==> src/rtl/mod4051_pkg.sv <==
`default_nettype none
// ============================================================================
//  Module      : mod4051_pkg
//  Description : Shared constants, reduction table and FSM state type for the
//                sequential x mod 4051 reducer.
//  Revision    : 1.0  initial release
// ============================================================================
package mod4051_pkg;

    localparam int MOD    = 4051;
    localparam int W      = 12;
    localparam int X_BITS = 400;
    localparam int CHUNK  = 6;
    localparam int LANES  = 4;
    localparam int NCHUNK = (X_BITS + CHUNK - 1) / CHUNK;   // 67
    localparam int NGROUP = (NCHUNK + LANES - 1) / LANES;   // 17
    localparam int GRP_W  = $clog2(NGROUP);                 // 5
    localparam int SR_W   = NCHUNK * CHUNK;                 // 402
    localparam int SW     = W + 3;                          // holds acc + LANES residues

    // k*MOD for k = 0..LANES, used to fold the partial sum back below MOD
    function automatic logic [LANES:0][SW-1:0] build_mult_tab();
        logic [LANES:0][SW-1:0] t;
        for (int k = 0; k <= LANES; k++) begin
            t[k] = SW'(k * MOD);
        end
        return t;
    endfunction

    localparam logic [LANES:0][SW-1:0] MULT_TAB = build_mult_tab();

    typedef enum logic [1:0] {
        IDLE = 2'd0,
        RUN  = 2'd1,
        DONE = 2'd2
    } state_t;

endpackage
`default_nettype wire

==> src/rtl/mod4051_reduce_seq_lane_reduce.sv <==
`default_nettype none
// ============================================================================
//  Module      : mod_lane_reduce
//  Description : Adds the running residue to the masked lane residues and
//                folds the sum back into 0..MOD-1 with one table compare.
//  Revision    : 1.0  initial release
// ============================================================================
module mod_lane_reduce
    import mod4051_pkg::*;
(
    input  logic [W-1:0]       acc,
    input  logic [LANES*W-1:0] res,
    input  logic [LANES-1:0]   lane_mask,
    output logic [W-1:0]       z
);

    logic [SW-1:0] sum;
    logic [SW-1:0] diff;

    // Sum the accumulator and every lane that maps to a real chunk position
    always_comb begin
        sum = SW'(acc);
        for (int l = 0; l < LANES; l++) begin
            if (lane_mask[l]) begin
                sum = sum + SW'(res[l*W +: W]);
            end
        end
    end

    // Subtract the largest k*MOD not exceeding the sum (ascending scan keeps the last hit)
    always_comb begin
        diff = sum;
        for (int k = 1; k <= LANES; k++) begin
            if (sum >= MULT_TAB[k]) begin
                diff = sum - MULT_TAB[k];
            end
        end
    end

    assign z = W'(diff);

endmodule
`default_nettype wire

==> src/rtl/mod4051_reduce_seq.sv <==
`default_nettype none
// ============================================================================
//  Module      : mod4051_reduce_seq
//  Description : Streams a 400-bit operand through the external residue LUT
//                bank LANES chunks per cycle and returns x mod 4051.
//  Revision    : 1.0  initial release
// ============================================================================
module mod4051_reduce_seq
    import mod4051_pkg::*;
(
    input  logic                   clk,
    input  logic                   rst,
    input  logic                   in_valid,
    output logic                   in_ready,
    input  logic [X_BITS-1:0]      in_x,
    output logic [GRP_W-1:0]       lut_grp,
    output logic [LANES*CHUNK-1:0] lut_chunk,
    input  logic [LANES*W-1:0]     lut_res,
    output logic                   out_valid,
    input  logic                   out_ready,
    output logic [W-1:0]           out_z
);

    state_t           state;
    state_t           next_state;
    logic [SR_W-1:0]  sr;
    logic [GRP_W-1:0] grp;
    logic [W-1:0]     acc;
    logic [W-1:0]     acc_next;
    logic [LANES-1:0] lane_mask;
    logic             last_grp;
    logic             load;

    assign last_grp  = (grp == GRP_W'(NGROUP - 1));
    assign load      = (state == IDLE) && in_valid;
    assign in_ready  = (state == IDLE);
    assign out_valid = (state == DONE);
    assign out_z     = (state == DONE) ? acc : '0;
    assign lut_grp   = (state == RUN) ? grp : '0;
    assign lut_chunk = (state == RUN) ? sr[LANES*CHUNK-1:0] : '0;

    // Lanes past the final chunk position carry no operand bits and are masked off
    for (genvar l = 0; l < LANES; l++) begin : g_lane
        assign lane_mask[l] = (int'(grp) * LANES + l) < NCHUNK;
    end

    mod_lane_reduce u_reduce (
        .acc       (acc),
        .res       (lut_res),
        .lane_mask (lane_mask),
        .z         (acc_next)
    );

    // State register
    always_ff @(posedge clk or posedge rst) begin
        if (rst) begin
            state <= IDLE;
        end else begin
            state <= next_state;
        end
    end

    // Next-state decode
    always_comb begin
        next_state = state;
        case (state)
            IDLE:    if (in_valid)  next_state = RUN;
            RUN:     if (last_grp)  next_state = DONE;
            DONE:    if (out_ready) next_state = IDLE;
            default:                next_state = IDLE;
        endcase
    end

    // Operand shift register, group counter and residue accumulator
    always_ff @(posedge clk or posedge rst) begin
        if (rst) begin
            sr  <= '0;
            grp <= '0;
            acc <= '0;
        end else if (load) begin
            sr  <= SR_W'(in_x);
            grp <= '0;
            acc <= '0;
        end else if (state == RUN) begin
            sr  <= sr >> (LANES * CHUNK);
            grp <= grp + GRP_W'(1);
            acc <= acc_next;
        end
    end

endmodule
`default_nettype wire

==> config.mk <==
export PLATFORM = sky130hd
export DESIGN_NAME = mod4051_reduce_seq
export DESIGN_NICKNAME = d
export VERILOG_FILES = /design/src/rtl/mod4051_pkg.sv /design/src/rtl/mod4051_reduce_seq_lane_reduce.sv /design/src/rtl/mod4051_reduce_seq.sv
export SDC_FILE = /design/constraint.sdc
export NUM_CORES = 1
export LEC_CHECK = 0
export CAP_MARGIN = 20
export CORE_MARGIN = 2
export CORE_UTILIZATION = 51
export DETAILED_ROUTE_END_ITERATION = 16
export PLACE_DENSITY_LB_ADDON = 0.05
export SYNTH_ARGS = -nofsm -noshare
export SYNTH_HDL_FRONTEND = slang
export SYNTH_SLANG_ARGS = --single-unit
==> constraint.sdc <==
create_clock -name clk -period 16.44 [get_ports clk]
set_input_delay 1.644 -clock clk [delete_from_list [all_inputs] [get_ports clk]]
set_output_delay 1.644 -clock clk [all_outputs]
set_load 0.005 [all_outputs]
==> results summary <==
The first-pass GRT wire length is 111000 microns. In this design, the critical path's most frequently occurring cell is sky130_fd_sc_hd__ha_1. The area of the multi-input gates is 10600 sq um. The worst hold path passes through 2 cells. The number of hold violations in the final report was 0. Synthesis produced a netlist whose cell count is 2463. The fraction of final layout cells with drive strength greater than 1 came out at 0.0489. Summed over all failing endpoints, the final setup total negative slack is 0 ns. Once the clock tree was built, the resizer swapped 0 gates to a different size.

The area growth from synthesis to layout is 30.3%. TritonCTS built the clock tree. The number of flip-flops and latches in the synthesized netlist came out at 419. Measured against its own limit, the worst slew margin works out to 0.104. The layout has 3443 filler cells. The number of setup violations in the final report came out at 0. The weighted congestion reported at the end of routability-driven placement is 0.899.

The highest clock rate is 100 MHz. The maximum count of clock buffers along a single path came out at 3. The number of detailed-route iterations in the first pass came out at 7. The number of nets in the synthesized netlist came out at 2982. The minimum hold slack came out at 0.465 ns. The worst hold path belongs to the class reg -> reg. With fillers left out, the area of the finished cells amounts to 28400 sq um.

The cell sitting at the root of the clock tree is a sky130_fd_sc_hd__clkbuf_16. The kind of end point of the critical path is a flip-flop. The final worst-path cycle share came out at 0.606. The clock latency at the later pin of the worst-skew pair came out at 0.59 ns. The setup skew after layout came out at 0.0166 ns. Clock tree synthesis found a total of 419 sinks. The average cell area after synthesis came out at 8.85 sq um. The critical path in this run is classified as in -> reg. The largest stage delay on the critical path came out at 0.54 ns. The mean number of vias per cell is 5.85. The share of the yosys chip area belonging to registers is 0.481. The area of the die is 44400 sq um. Across all register-to-register paths, the minimum setup slack is 7.37 ns. The share of flip-flops with an asynchronous set or reset after synthesis came out at 1.00. The critical path data arrival time is 10.40 ns. The final routed wire length divided by cell count came out at 21.0 microns.

The number of primary I/O pins is 495. The max-capacitance violation count is 0. The run finished with clean final reports. The synthesized design contains 0 enable-type register cells. Across all layers, the routed design uses 20.1k vias. The critical path required time came out at 16.88 ns. The critical-path maximum fanout is 12. The post-synthesis instance area is 21800 sq um.

The DRC marker count from the first detailed-route iteration is 2084. From bottom edge to top edge, the die measures 211 microns. The global route total overflow came out at 0.

The starting density of the core is 0.519. The number of cells on the worst reg-to-reg path is 31. In this run the core area contains 75 standard-cell rows. Setup repair after global routing left no endpoint under its margin. The count of different cell masters after synthesis came out at 93.

The region available for standard cell placement spans 42000 sq um. The count of unresolved DRC violations after routing is 0. The number of nets at the end of the flow is 3377. The sequential cells in the finished layout cover a total of 10500 sq um.

The via count of the first global-routing pass came out at 19.8k. The worst setup path is launched from a primary input. The cell at the slowest stage of the critical path is sky130_fd_sc_hd__a2111oi_2. The transition time at the pin with the least slew margin came out at 1.34 ns. The horizontal die dimension came out at 211 microns. The final max-slew violation count is 0. The number of buffer cells added on primary ports is 494. The number of antenna violations at the first check in global routing is 28. Across every metal layer, demand over resource in global routing totals 0.320.

The count of synthesis-stage warnings from yosys is 0. The maximum number of pins on one net before global-route repair is 261. After clock tree synthesis, the clock-pin slew on the worst setup and hold paths is 0.06 ns. For this block, the routed nets add up to 72200 microns of wire. The number of buffers inserted by hold repair at cts came out at 0. The total cell area at the placement stage is 26900 sq um. In the synthesized netlist the dominant register cell turns out to be sky130_fd_sc_hd__dfrtp_1.

The final critical-path required period came out at 9.97 ns. After legalization and detailed placement, the total HPWL measured 50900 microns. The remaining antenna violation count after routing is 0. The post-CTS setup repair buffer count came out at 0.

CTS built an H-tree with a depth of 2. In this run, CTS created clock tree buffers numbering 45.
[path summary, 6_finish.rpt]
check                                 from  endpoint
worst max register to register      grp[3]   acc[10]
max in group asynchronous              rst    sr[13]
worst min register to register      sr[20]    sr[20]
worst min-delay path                sr[20]    sr[20]
worst max-delay path            lut_res[0]   acc[10]
min in group asynchronous              rst   sr[278]
[final cells by class]
| class | count | share of cell area |
|---|---|---|
| Sequential cell | 419 | 0.369 |
| Timing Repair Buffer | 514 | 0.180 |
| Antenna cell | 20 | 0.00176 |
| Multi-Input combinational cell | 1851 | 0.372 |
| Tap cell | 539 | 0.0237 |
| Clock inverter | 14 | 0.00462 |
| Clock buffer | 60 | 0.0452 |
| Inverter | 27 | 0.00383 |
[synth_stat cells (6+ instances only)]
cell type | count | area share
sky130_fd_sc_hd__a211o_1 | 6 | 0.0024
sky130_fd_sc_hd__a211oi_1 | 9 | 0.0031
sky130_fd_sc_hd__a21o_1 | 19 | 0.0065
sky130_fd_sc_hd__a21oi_1 | 46 | 0.011
sky130_fd_sc_hd__a221oi_1 | 6 | 0.0024
sky130_fd_sc_hd__a22oi_1 | 357 | 0.12
sky130_fd_sc_hd__a31oi_1 | 32 | 0.0092
sky130_fd_sc_hd__and2_1 | 45 | 0.013
sky130_fd_sc_hd__buf_2 | 7 | 0.0016
sky130_fd_sc_hd__clkbuf_1 | 146 | 0.025
sky130_fd_sc_hd__dfrtp_1 | 419 | 0.48
sky130_fd_sc_hd__ha_1 | 63 | 0.036
sky130_fd_sc_hd__inv_1 | 26 | 0.0045
sky130_fd_sc_hd__nand2_1 | 875 | 0.15
sky130_fd_sc_hd__nand2b_1 | 7 | 0.0020
sky130_fd_sc_hd__nand3_1 | 43 | 0.0099
sky130_fd_sc_hd__nor2_1 | 71 | 0.012
sky130_fd_sc_hd__nor2b_1 | 7 | 0.0020
sky130_fd_sc_hd__nor3_1 | 21 | 0.0048
sky130_fd_sc_hd__o211ai_1 | 11 | 0.0038
sky130_fd_sc_hd__o21a_1 | 10 | 0.0034
sky130_fd_sc_hd__o21ai_0 | 39 | 0.0090
sky130_fd_sc_hd__o21ai_1 | 9 | 0.0021
sky130_fd_sc_hd__o22ai_1 | 7 | 0.0020
sky130_fd_sc_hd__or2_2 | 6 | 0.0017
sky130_fd_sc_hd__or3_1 | 8 | 0.0023
sky130_fd_sc_hd__xnor2_1 | 22 | 0.0088
sky130_fd_sc_hd__xor2_1 | 19 | 0.0076
[kinds of logic (layout without fill, tap and decap cells)]
family / count (synthesis) / in the layout / share of synthesized area
xor+xnor: 44 / 44 / 0.0187
other cells: 0 / 20 / 0
fa+ha+maj: 67 / 67 / 0.0398
flops: 419 / 419 / 0.481
simple gates: 1111 / 1111 / 0.208
mux: 7 / 7 / 0.00390
buf+inv: 193 / 615 / 0.0358
compound gates: 622 / 622 / 0.212
[critical path: cells and delay by family]
family,cells,cell delay [ns]
AO/OA/AOI/OAI,18,4.53
XOR/XNOR,3,0.55
adder cells (fa/ha/maj),5,1.82
buffers and inverters,2,0.50
AND/OR/NAND/NOR,5,1.34
[state kept, by name, summed over array words and instances, names as in the netlist]
signal,flops
sr,400
acc,12
grp,5
state,2
[metal layers]
layer  GRT usage  part of all wire  vias up
met5           0            0.0016        -
met4       0.117             0.035       18
met3      0.0822             0.086      156
met2       0.514              0.47      761
met1       0.421              0.40     9772
li1            -                 -     9428
[through the flow]
step	setup slack, ns	util	std cells
floorplan	3.13	-	2463
global placement	6.22	0.641	3349
global route	5.90	0.676	3438
CTS	6.62	0.675	3424
finish	6.47	0.676	3444
detailed placement	6.07	0.641	3350
[cell usage in the layout (no fill, tap or decap), drive strengths merged, types with 10 or more instances in the layout]
cell / instances
nand2: 877
clkdlybuf4s50: 494
dfrtp: 419
a22oi: 357
nor2: 72
ha: 63
clkbuf: 60
a21oi: 49
o21ai: 48
and2: 47
nand3: 44
a31oi: 33
inv: 30
xnor2: 25
nor3: 21
diode: 20
a21o: 20
buf: 20
xor2: 19
o211ai: 12
a211oi: 12
o21a: 11
clkinv: 10
Power is not shown: default switching activity piles up to over one toggle a cycle in this logic, so the estimate is an artifact.
